### src/rtl/peer_link_rx.sv
// Serial receiver for the peer-board status link: 13-bit frames (start, 10 data LSB first,
// even parity, stop) are decoded into score/state/add-line, with a link-alive timeout.
//
// state    | meaning
// ---------+------------------------------------------------------------------
// S_IDLE   | line idle, waiting for a synchronized falling edge
// S_START  | half-bit wait, confirm start bit is still low at mid-bit
// S_DATA   | sampling the 10 data bits at mid-bit, LSB first
// S_PARITY | sampling the even-parity bit
// S_STOP   | sampling the stop bit; accept or flag the frame
// S_RESYNC | after a framing error, wait for one full bit time of idle-high line
module peer_link_rx #(
  parameter int CLKS_PER_BIT = 400,
  parameter int TIMEOUT_CLKS = 4000000
) (
  input  logic       clk,
  input  logic       rst_n,
  input  logic       rx_line,
  output logic [5:0] score_in,
  output logic [2:0] state_in,
  output logic       add_line,
  output logic       frame_valid,
  output logic       parity_err,
  output logic       framing_err,
  output logic       link_up
);

  localparam int CW = $clog2(CLKS_PER_BIT + 1);
  localparam int TW = $clog2(TIMEOUT_CLKS + 1);
  localparam logic [CW-1:0] HALF_BIT = CW'(CLKS_PER_BIT / 2);
  localparam logic [CW-1:0] FULL_M1  = CW'(CLKS_PER_BIT - 1);
  localparam logic [TW-1:0] TO_MAX   = TW'(TIMEOUT_CLKS);
  localparam logic [TW-1:0] TO_LAST  = TW'(TIMEOUT_CLKS - 1);

  typedef enum logic [2:0] {
    S_IDLE,
    S_START,
    S_DATA,
    S_PARITY,
    S_STOP,
    S_RESYNC
  } state_t;

  state_t          r_state;
  logic            r_sync1;
  logic            r_sync2;
  logic            r_rx_d;
  logic [CW-1:0]   r_cnt;
  logic [3:0]      r_bit_idx;
  logic [9:0]      r_shift;
  logic            r_par_ok;
  logic [TW-1:0]   r_to_cnt;

  logic w_rx;
  logic w_fall;
  logic w_cnt_zero;
  logic w_accept;

  assign w_rx       = r_sync2;
  assign w_fall     = r_rx_d & ~w_rx;
  assign w_cnt_zero = (r_cnt == '0);
  assign w_accept   = (r_state == S_STOP) & w_cnt_zero & w_rx & r_par_ok;

  // Synchronizer and edge-detect history idle high so reset never looks like a start bit.
  always_ff @(posedge clk or negedge rst_n) begin
    if (!rst_n) begin
      r_sync1 <= 1'b1;
      r_sync2 <= 1'b1;
      r_rx_d  <= 1'b1;
    end else begin
      r_sync1 <= rx_line;
      r_sync2 <= r_sync1;
      r_rx_d  <= r_sync2;
    end
  end

  always_ff @(posedge clk or negedge rst_n) begin
    if (!rst_n) begin
      r_state     <= S_IDLE;
      r_cnt       <= '0;
      r_bit_idx   <= '0;
      r_shift     <= '0;
      r_par_ok    <= 1'b0;
      score_in    <= '0;
      state_in    <= '0;
      add_line    <= 1'b0;
      frame_valid <= 1'b0;
      parity_err  <= 1'b0;
      framing_err <= 1'b0;
    end else begin
      add_line    <= 1'b0;
      frame_valid <= 1'b0;
      parity_err  <= 1'b0;
      framing_err <= 1'b0;
      case (r_state)
        S_IDLE: begin
          if (w_fall) begin
            r_state <= S_START;
            r_cnt   <= HALF_BIT;
          end
        end
        S_START: begin
          if (w_cnt_zero) begin
            if (!w_rx) begin
              r_state   <= S_DATA;
              r_cnt     <= FULL_M1;
              r_bit_idx <= '0;
            end else begin
              r_state <= S_IDLE;
            end
          end else begin
            r_cnt <= r_cnt - 1'b1;
          end
        end
        S_DATA: begin
          if (w_cnt_zero) begin
            r_shift <= {w_rx, r_shift[9:1]};
            r_cnt   <= FULL_M1;
            if (r_bit_idx == 4'd9) begin
              r_state <= S_PARITY;
            end else begin
              r_bit_idx <= r_bit_idx + 1'b1;
            end
          end else begin
            r_cnt <= r_cnt - 1'b1;
          end
        end
        S_PARITY: begin
          if (w_cnt_zero) begin
            r_par_ok <= ~((^r_shift) ^ w_rx);
            r_cnt    <= FULL_M1;
            r_state  <= S_STOP;
          end else begin
            r_cnt <= r_cnt - 1'b1;
          end
        end
        S_STOP: begin
          if (w_cnt_zero) begin
            // Return to IDLE right after the sample so an early next start bit is caught.
            if (w_rx) begin
              r_state <= S_IDLE;
              if (r_par_ok) begin
                score_in    <= r_shift[5:0];
                state_in    <= r_shift[8:6];
                add_line    <= r_shift[9];
                frame_valid <= 1'b1;
              end else begin
                parity_err <= 1'b1;
              end
            end else begin
              framing_err <= 1'b1;
              r_state     <= S_RESYNC;
              r_cnt       <= FULL_M1;
            end
          end else begin
            r_cnt <= r_cnt - 1'b1;
          end
        end
        S_RESYNC: begin
          if (!w_rx) begin
            r_cnt <= FULL_M1;
          end else if (w_cnt_zero) begin
            r_state <= S_IDLE;
          end else begin
            r_cnt <= r_cnt - 1'b1;
          end
        end
        default: r_state <= S_IDLE;
      endcase
    end
  end

  // Link watchdog: cleared by accepted frames only; error frames do not keep the link alive.
  always_ff @(posedge clk or negedge rst_n) begin
    if (!rst_n) begin
      r_to_cnt <= '0;
      link_up  <= 1'b0;
    end else if (w_accept) begin
      r_to_cnt <= '0;
      link_up  <= 1'b1;
    end else if (r_to_cnt != TO_MAX) begin
      r_to_cnt <= r_to_cnt + 1'b1;
      if (r_to_cnt == TO_LAST) begin
        link_up <= 1'b0;
      end
    end
  end

endmodule

### config.mk
export PLATFORM = sky130hd
export DESIGN_NAME = peer_link_rx
export DESIGN_NICKNAME = d
export VERILOG_FILES = /design/src/rtl/peer_link_rx.sv
export SDC_FILE = /design/constraint.sdc
export NUM_CORES = 1
export LEC_CHECK = 0
export CAP_MARGIN = 20
export CORE_ASPECT_RATIO = 0.5
export CORE_MARGIN = 3
export CORE_UTILIZATION = 55
export DETAILED_ROUTE_END_ITERATION = 12
export GPL_TIMING_DRIVEN = 0
export PLACE_DENSITY_LB_ADDON = 0.05
export SLEW_MARGIN = 25
export SYNTH_ARGS = -nofsm -noshare
export SYNTH_HDL_FRONTEND = slang
export SYNTH_SLANG_ARGS = --single-unit
export TNS_END_PERCENT = 10
### constraint.sdc
create_clock -name clk -period 2.8 [get_ports clk]
set_input_delay 0.7 -clock clk [delete_from_list [all_inputs] [get_ports clk]]
set_output_delay 0.7 -clock clk [all_outputs]
set_load 0.01 [all_outputs]
==> metrics.txt, run 1 <==
die width=about 120 um; DRT Pass-1 Iters=6; Synth Cell Area=approximately 3400 sq um; met3 usage=~7.7%; Compound-Gate Fraction of Synth Area=between 8 and 9%; Root Driver=clkbuf_16; XOR/XNOR Fraction of Synth Area=8.02%; Area contributors post-synth=dfrtp_1 47%, xnor2_1 5.4%, mux2_4 4.9%; Post-Layout Cell Count=419; Worst-path clk slew=about 0.050 ns; FILL cells=420; clock latency on the worst-skew pair=0.33 ns; Sink Count=66; r2r endpoint=score_in[1]; Post-synth ARST share=100%; Comb pwr share=13.0%; Max VDD drop=around 0.52 mV; Critical Path RT=roughly 3.0 ns; Static Leak=0.00183 uW; Levels on crit path=8; DP Worst Slack=0.591 ns; Clock power frac=between 40 and 50%; adder-cell share of the synthesized area=under 10%; Tot GR Track Use=roughly 20%; drt wl/cell=14.5 um; core box area=5710 sq um; first-pass GRT wire length=around 11 mm; pwr dens=around 640 nW/um^2; Worst R2R Path Depth=8; largest family of logic cells by synthesized area=simple AND/OR/NAND/NOR gates; CTS Buf Count=9; sequential element share of the synthesized area=roughly half; remaining global-route overflow=0; Final Setup Violations=0; share of layout cells above drive strength 1=between 10% and 20%; Max Cap Viol=0; global route hottest layer=met2; ANT nets after route=0; RSZ-0062 raised after global routing=no; # H-tree levels=3; DIE AREA=roughly 7000 sq um; ant diodes=0; flop-to-flop setup slack=around 0.61 ns; placed cell count=slightly above 400; worst rel slew slack=60.6%; Switching Power=between 600 and 700 uW; flops & latches, synth=66; mux cell area share after synthesis=under 10%; Starting Density=59.3%; chip height=around 61 um; largest area contributor in the synthesized netlist=dfrtp_1; drc violations=0; Mapped Cells=around 310; CP Buf/Inv Count=2; crit path launch type=flip-flop; arrival time worst endpoint=between 2 and 2.5 ns; gpl congestion=0.841; post-route setup slack=between 0.6 and 0.7 ns; Slew @ Worst Pin=between 0.5 and 0.6 ns; DP HPWL=around 4.4 mm; IO Pins=17; slowest stage delay, CP=between 0.3 and 0.4 ns; CTS tree=done; Tmin final=2.19 ns; synth-to-layout area growth=17.0%; CP Capture Type=flip-flop; Slew Limit Fails=0; Longest Clk Path Bufs=2; TNS Setup=0 ns; sequential share of power=a little over two fifths; vias in the first global route=2315; run status=finished clean; Port Buf Inserts=16; Critical R2R Launch=r_cnt[0]; Hold Violations, Final=0; Synth top area share=between 40% and 50%; initial DRC count=82; met2 usage=between 30% and 40%; pin count of the biggest net entering global routing=45; post-CTS setup buffers=0; critical path class=reg -> reg; vias=between 2000 and 2500; switching share of power=24.4%; CP max stage cell=dfrtp_1; distinct cell type count after synthesis=just under 60; family with the most delay on the worst path=simple AND/OR/NAND/NOR gates; final instance area=slightly below 4000 sq um; worst path cell trace=inv_1 -> ha_1 -> nor4b_2 -> and3_4 -> nand2_4 -> nor3_4 -> buf_6 -> mux2_4; top-count cell post-synth=dfrtp_1; Max FO, Critical Path=10; Final Cycle Share=between 70% and 80%; Pint=~1900 uW; Post-synth top cells=63 x dfrtp_1, 39 x nor2_1, 21 x xnor2_1; placed instance area=between 3000 and 4000 sq um; initial antenna violation count=0; Post-CTS Resized=0; Synth Flop Type=dfrtp_1; simple-gate area share of the yosys netlist=approximately 20%; Cell Rows=19; met1 global-route usage=between 20% and 30%; Design Power=2540 uW; yosys warns=0; Syn Nets=322; routed wire length=6.06 mm; Fin Clk Skew=~0.0056 ns; fmax=approximately 460 MHz; cts hold-fix bufs=0; Hold/Removal Path Class=in -> async; Post-Syn Area per Cell=about 11 sq um; Post-synth EDFFs=0; Via density=~5.5; Nets=350
-- worst reg2reg max path, delay by kind of cell, from the launching register on --
kind,cells,cell delay [ns]
adders and majority gates,1,0.16
buffers and inverters,2,0.34
DFF,1,0.37
muxes,1,0.31
and+or+nand+nor,4,0.89
-- layer usage --
metal,share of wire [%],up-vias
met5,0,-
met4,1.1,0
met3,3.7,9
met2,50,39
met1,45,1130
li1,-,1143
-- sequential cells by signal, indices dropped and copies added (netlist names), 3 cells and up --
name,flops
r_to_cnt,22
r_shift,10
r_cnt,9
score_in,6
r_bit_idx,4
r_state,3
state_in,3
-- layout make-up --
class / count / area [sq um] / area share, %
Buffer: 13 / 105 / 2.65
Clock buffer: 11 / 253 / 6.38
Clock inverter: 5 / 52.6 / 1.33
Inverter: 10 / 37.5 / 0.948
Multi-Input combinational cell: 224 / 1590 / 40.1
Sequential cell: 66 / 1660 / 41.8
Tap cell: 73 / 91.3 / 2.31
Timing Repair Buffer: 17 / 178 / 4.49
-- cell usage in the layout, fill, tap and decap left out, types with 2 or more instances in the layout --
cell,instances
dfrtp_1,63
nor2_1,39
xnor2_1,21
nand2_1,18
clkdlybuf4s50_1,15
nand3_1,12
mux2_4,11
o21ai_0,11
inv_1,10
xor2_1,10
clkbuf_16,9
nor3_1,8
nand2b_1,8
a21oi_1,8
mux2_2,8
and3_1,7
ha_1,6
buf_6,5
nor4_1,5
buf_2,4
nand4_1,4
clkbuf_8,3
and2_1,3
o2bb2ai_1,3
clkinv_2,3
dfstp_2,3
buf_4,2
clkbuf_1,2
mux2i_1,2
or3_1,2
nor2b_1,2
o22ai_1,2
o211a_1,2
o41ai_1,2
a22o_1,2
a21o_1,2
-- logic make-up (layout without fill, tap and decap cells) --
logic type,after synthesis,after routing
multiplexers,21,21
flip-flops,66,66
adder cells (fa/ha/maj),6,6
XOR/XNOR,31,31
AO/OA/AOI/OAI,42,42
AND/OR/NAND/NOR,124,124
buffers and inverters,23,56
-- through the flow --
stage / utilization, % / hold WS (ns)
after floorplan: - / 0.345
after global placement: 63.7 / 0.346
after detailed placement: 64.0 / 0.348
after CTS: 69.4 / 0.257
after global routing: 69.4 / 0.272
final: 69.4 / 0.263
-- how the worst max path moves through the flow --
| stage | end | startpoint | slack, ns |
|---|---|---|---|
| after floorplan | score_in[1] | r_cnt[0] | 0.85 |
| after global placement | r_cnt[0] | rst_n | -1.10 |
| after detailed placement | score_in[3] | r_cnt[0] | 0.59 |
| after CTS | score_in[2] | r_cnt[0] | 0.58 |
| after global routing | score_in[1] | r_cnt[0] | 0.43 |
| final | score_in[1] | r_cnt[0] | 0.61 |
-- power by group through the flow --
stage          logic (uW)  registers, uW  clock network (uW)
6_report              329           1100                1110
3_5_place_dp          331           1120                   0
4_1_cts               334           1100                1150
3_3_place_gp          314           1110                   0
2_1_floorplan         258           1100                   0
5_1_grt               378           1110                1200
(Power assumes the default switching activity.)
==> inputs of run 2 (changes only) <==
Settings changed: CORE_UTILIZATION 55 to 54.
Clock period 2.8 ns to 2 ns, I/O delays scaled along.
==> metrics.txt, run 2 (synthesis gave the netlist of run 1 again) <==
critical path class=reg -> reg (unchanged); pwr dens=882 nW/um^2 (was 642 nW/um^2); Critical Path End=r_cnt[8] (was score_in[1]); Hold Violations, Final=0 (unchanged); utilization after layout=72.1% (was 69.4%); initial DRC count=143 (was 82); DIE AREA=7310 sq um (was 7190 sq um); met3 usage=7.05% (was 7.65%); ant diodes=0 (unchanged); DP HPWL=4.18 mm (was 4.36 mm); Fin Clk Skew=0.00606 ns (was 0.00557 ns); placed instance area=3670 sq um (was 3650 sq um); cts hold-fix bufs=0 (unchanged); final instance area=4150 sq um (was 3960 sq um); Hold/Removal Path Class=in -> async (unchanged); most common cell after layout, fill and taps aside=dfrtp_1 (unchanged); Tot GR Track Use=19.3% (was 19.7%); initial antenna violation count=0 (unchanged); biggest regs=r_to_cnt (22), r_shift (10), r_cnt (9) (unchanged); Critical Path RT=2.22 ns (was 3.01 ns); placed cell count=414 (was 403); CP Launch Point=r_cnt[1] (was r_cnt[0]); met1 global-route usage=23.7% (was 22.4%); Sink Count=66 (unchanged); Via density=5.43 (was 5.54); multi-input logic area=1670 sq um (was 1590 sq um); routed wire length=6.27 mm (was 6.06 mm); Final Setup Violations=0 (unchanged); first-pass GRT wire length=10.8 mm (was 10.5 mm); drc violations=0 (unchanged); DP Worst Slack=-0.228 ns (was 0.591 ns); Slew @ Worst Pin=0.413 ns (was 0.591 ns); gpl congestion=0.803 (was 0.841); share of layout cells above drive strength 1=23.6% (was 18.8%); global route hottest layer=met2 (unchanged); remaining global-route overflow=0 (unchanged); Biggest register=r_to_cnt (unchanged); RSZ-0062 raised after global routing=yes (was no); fmax=503 MHz (was 457 MHz); Max FO, Critical Path=4 (was 10); CTS Buf Count=9 (unchanged); # H-tree levels=3 (unchanged); Starting Density=58.8% (was 59.3%); Root Driver=clkbuf_16 (unchanged); Max Cap Viol=0 (unchanged); die width=118 um (was 117 um); synth-to-layout area growth=22.6% (was 17.0%); Static Leak=0.00190 uW (was 0.00183 uW); ANT nets after route=0 (unchanged); Cell Rows=19 (unchanged); core box area=5750 sq um (was 5710 sq um); chip height=62.0 um (was 61.5 um); highest-count cells in the layout ignoring fill and taps=63 x dfrtp_1, 39 x nor2_1, 21 x xnor2_1, 18 x nand2_1, 17 x mux2_4 (was 63 x dfrtp_1, 39 x nor2_1, 21 x xnor2_1, 18 x nand2_1, 15 x clkdlybuf4s50_1); storage element area=1660 sq um (unchanged); CTS tree=done (unchanged); arrival time worst endpoint=2.20 ns (was 2.40 ns); run status=finished clean (unchanged); Post-Layout Cell Count=440 (was 419); Worst-path clk slew=0.06 ns (was 0.05 ns); CP Capture Type=flip-flop (unchanged); vias=2390 (was 2321); Worst R2R Path Depth=7 (was 8); worst rel slew slack=72.3% (was 60.6%); pin count of the biggest net entering global routing=44 (was 45); max reg flops=22 (unchanged); Max VDD drop=0.882 mV (was 0.523 mV); Tmin final=1.99 ns (was 2.19 ns); FILL cells=415 (was 420); DRT Pass-1 Iters=4 (was 6); Critical R2R Launch=r_cnt[1] (was r_cnt[0]); TNS Setup=0 ns (unchanged); drt wl/cell=14.3 um (was 14.5 um); met2 usage=33.2% (was 33.9%); r2r endpoint=r_cnt[8] (was score_in[1]); Longest Clk Path Bufs=2 (unchanged); Final Cycle Share=99.4% (was 78.1%); vias in the first global route=2315 (unchanged); crit path launch type=flip-flop (unchanged); Port Buf Inserts=16 (unchanged); flop-to-flop setup slack=0.01 ns (was 0.61 ns); IO Pins=17 (unchanged); post-route setup slack=0.0115 ns (was 0.612 ns); Nets=361 (was 350); clock latency on the worst-skew pair=0.33 ns (about the same); Slew Limit Fails=0 (unchanged)
## run 2: power breakdown
| group | switching (uW) | leakage (uW) | total [uW] | internal, uW |
|---|---|---|---|---|
| clock | 567 | 0.000140 | 1550 | 986 |
| combinational | 271 | 0.000884 | 553 | 282 |
| sequential | 114 | 0.000873 | 1560 | 1440 |
## run 2: stage by stage
step                total power (uW)  hold slack (ns)
finish                          3660           0.0536
global route                    3840           0.0733
CTS                             3610           0.0606
detailed placement              2020            0.351
global placement                1990            0.349
floorplan                       1900            0.204
## run 2: routing by layer
metal | wire length (um) | part of all wire, % | vias to the layer above
met3 | 230 | 3.7 | 7
met2 | 3040 | 48 | 29
met5 | 0 | 0 | -
met1 | 2930 | 47 | 1193
met4 | 68 | 1.1 | 0
li1 | - | - | 1161
## run 2: worst max-delay path, cell delays in order, from the launching register on
cell and delay [ns]:
dfrtp_1 0.38, inv_2 0.11, ha_4 0.16, nand2b_4 0.06
or3_4 0.35, or4_4 0.44, a21o_1 0.19, a22o_1 0.17
## run 2: final cells by class
type / count / share of cell area (%)
clock inverter: 5 / 1.33
buffer: 13 / 2.80
sequential: 66 / 39.9
timing repair buffer: 28 / 6.45
inverter: 10 / 0.904
clock buffer: 10 / 5.76
tap: 84 / 2.53
multi-input combinational: 224 / 40.3
## run 2: worst min-delay path by stage
stage                        from        to  slack (ns)  depth (start not counted)
after floorplan             rst_n  add_line        0.20                          0
after global placement    r_sync1   r_sync2        0.35                          0
after detailed placement  r_sync1   r_sync2        0.35                          0
after CTS                   rst_n   link_up        0.06                          1
after global routing        rst_n   link_up        0.07                          1
final                       rst_n   link_up        0.05                          1
## run 2: repair_timing
item,CTS,global route
gates resized for setup,6,19
setup buffers,7,4
endpoints found under the hold margin,0,0
pin swaps,2,5
setup endpoints to repair,36,53
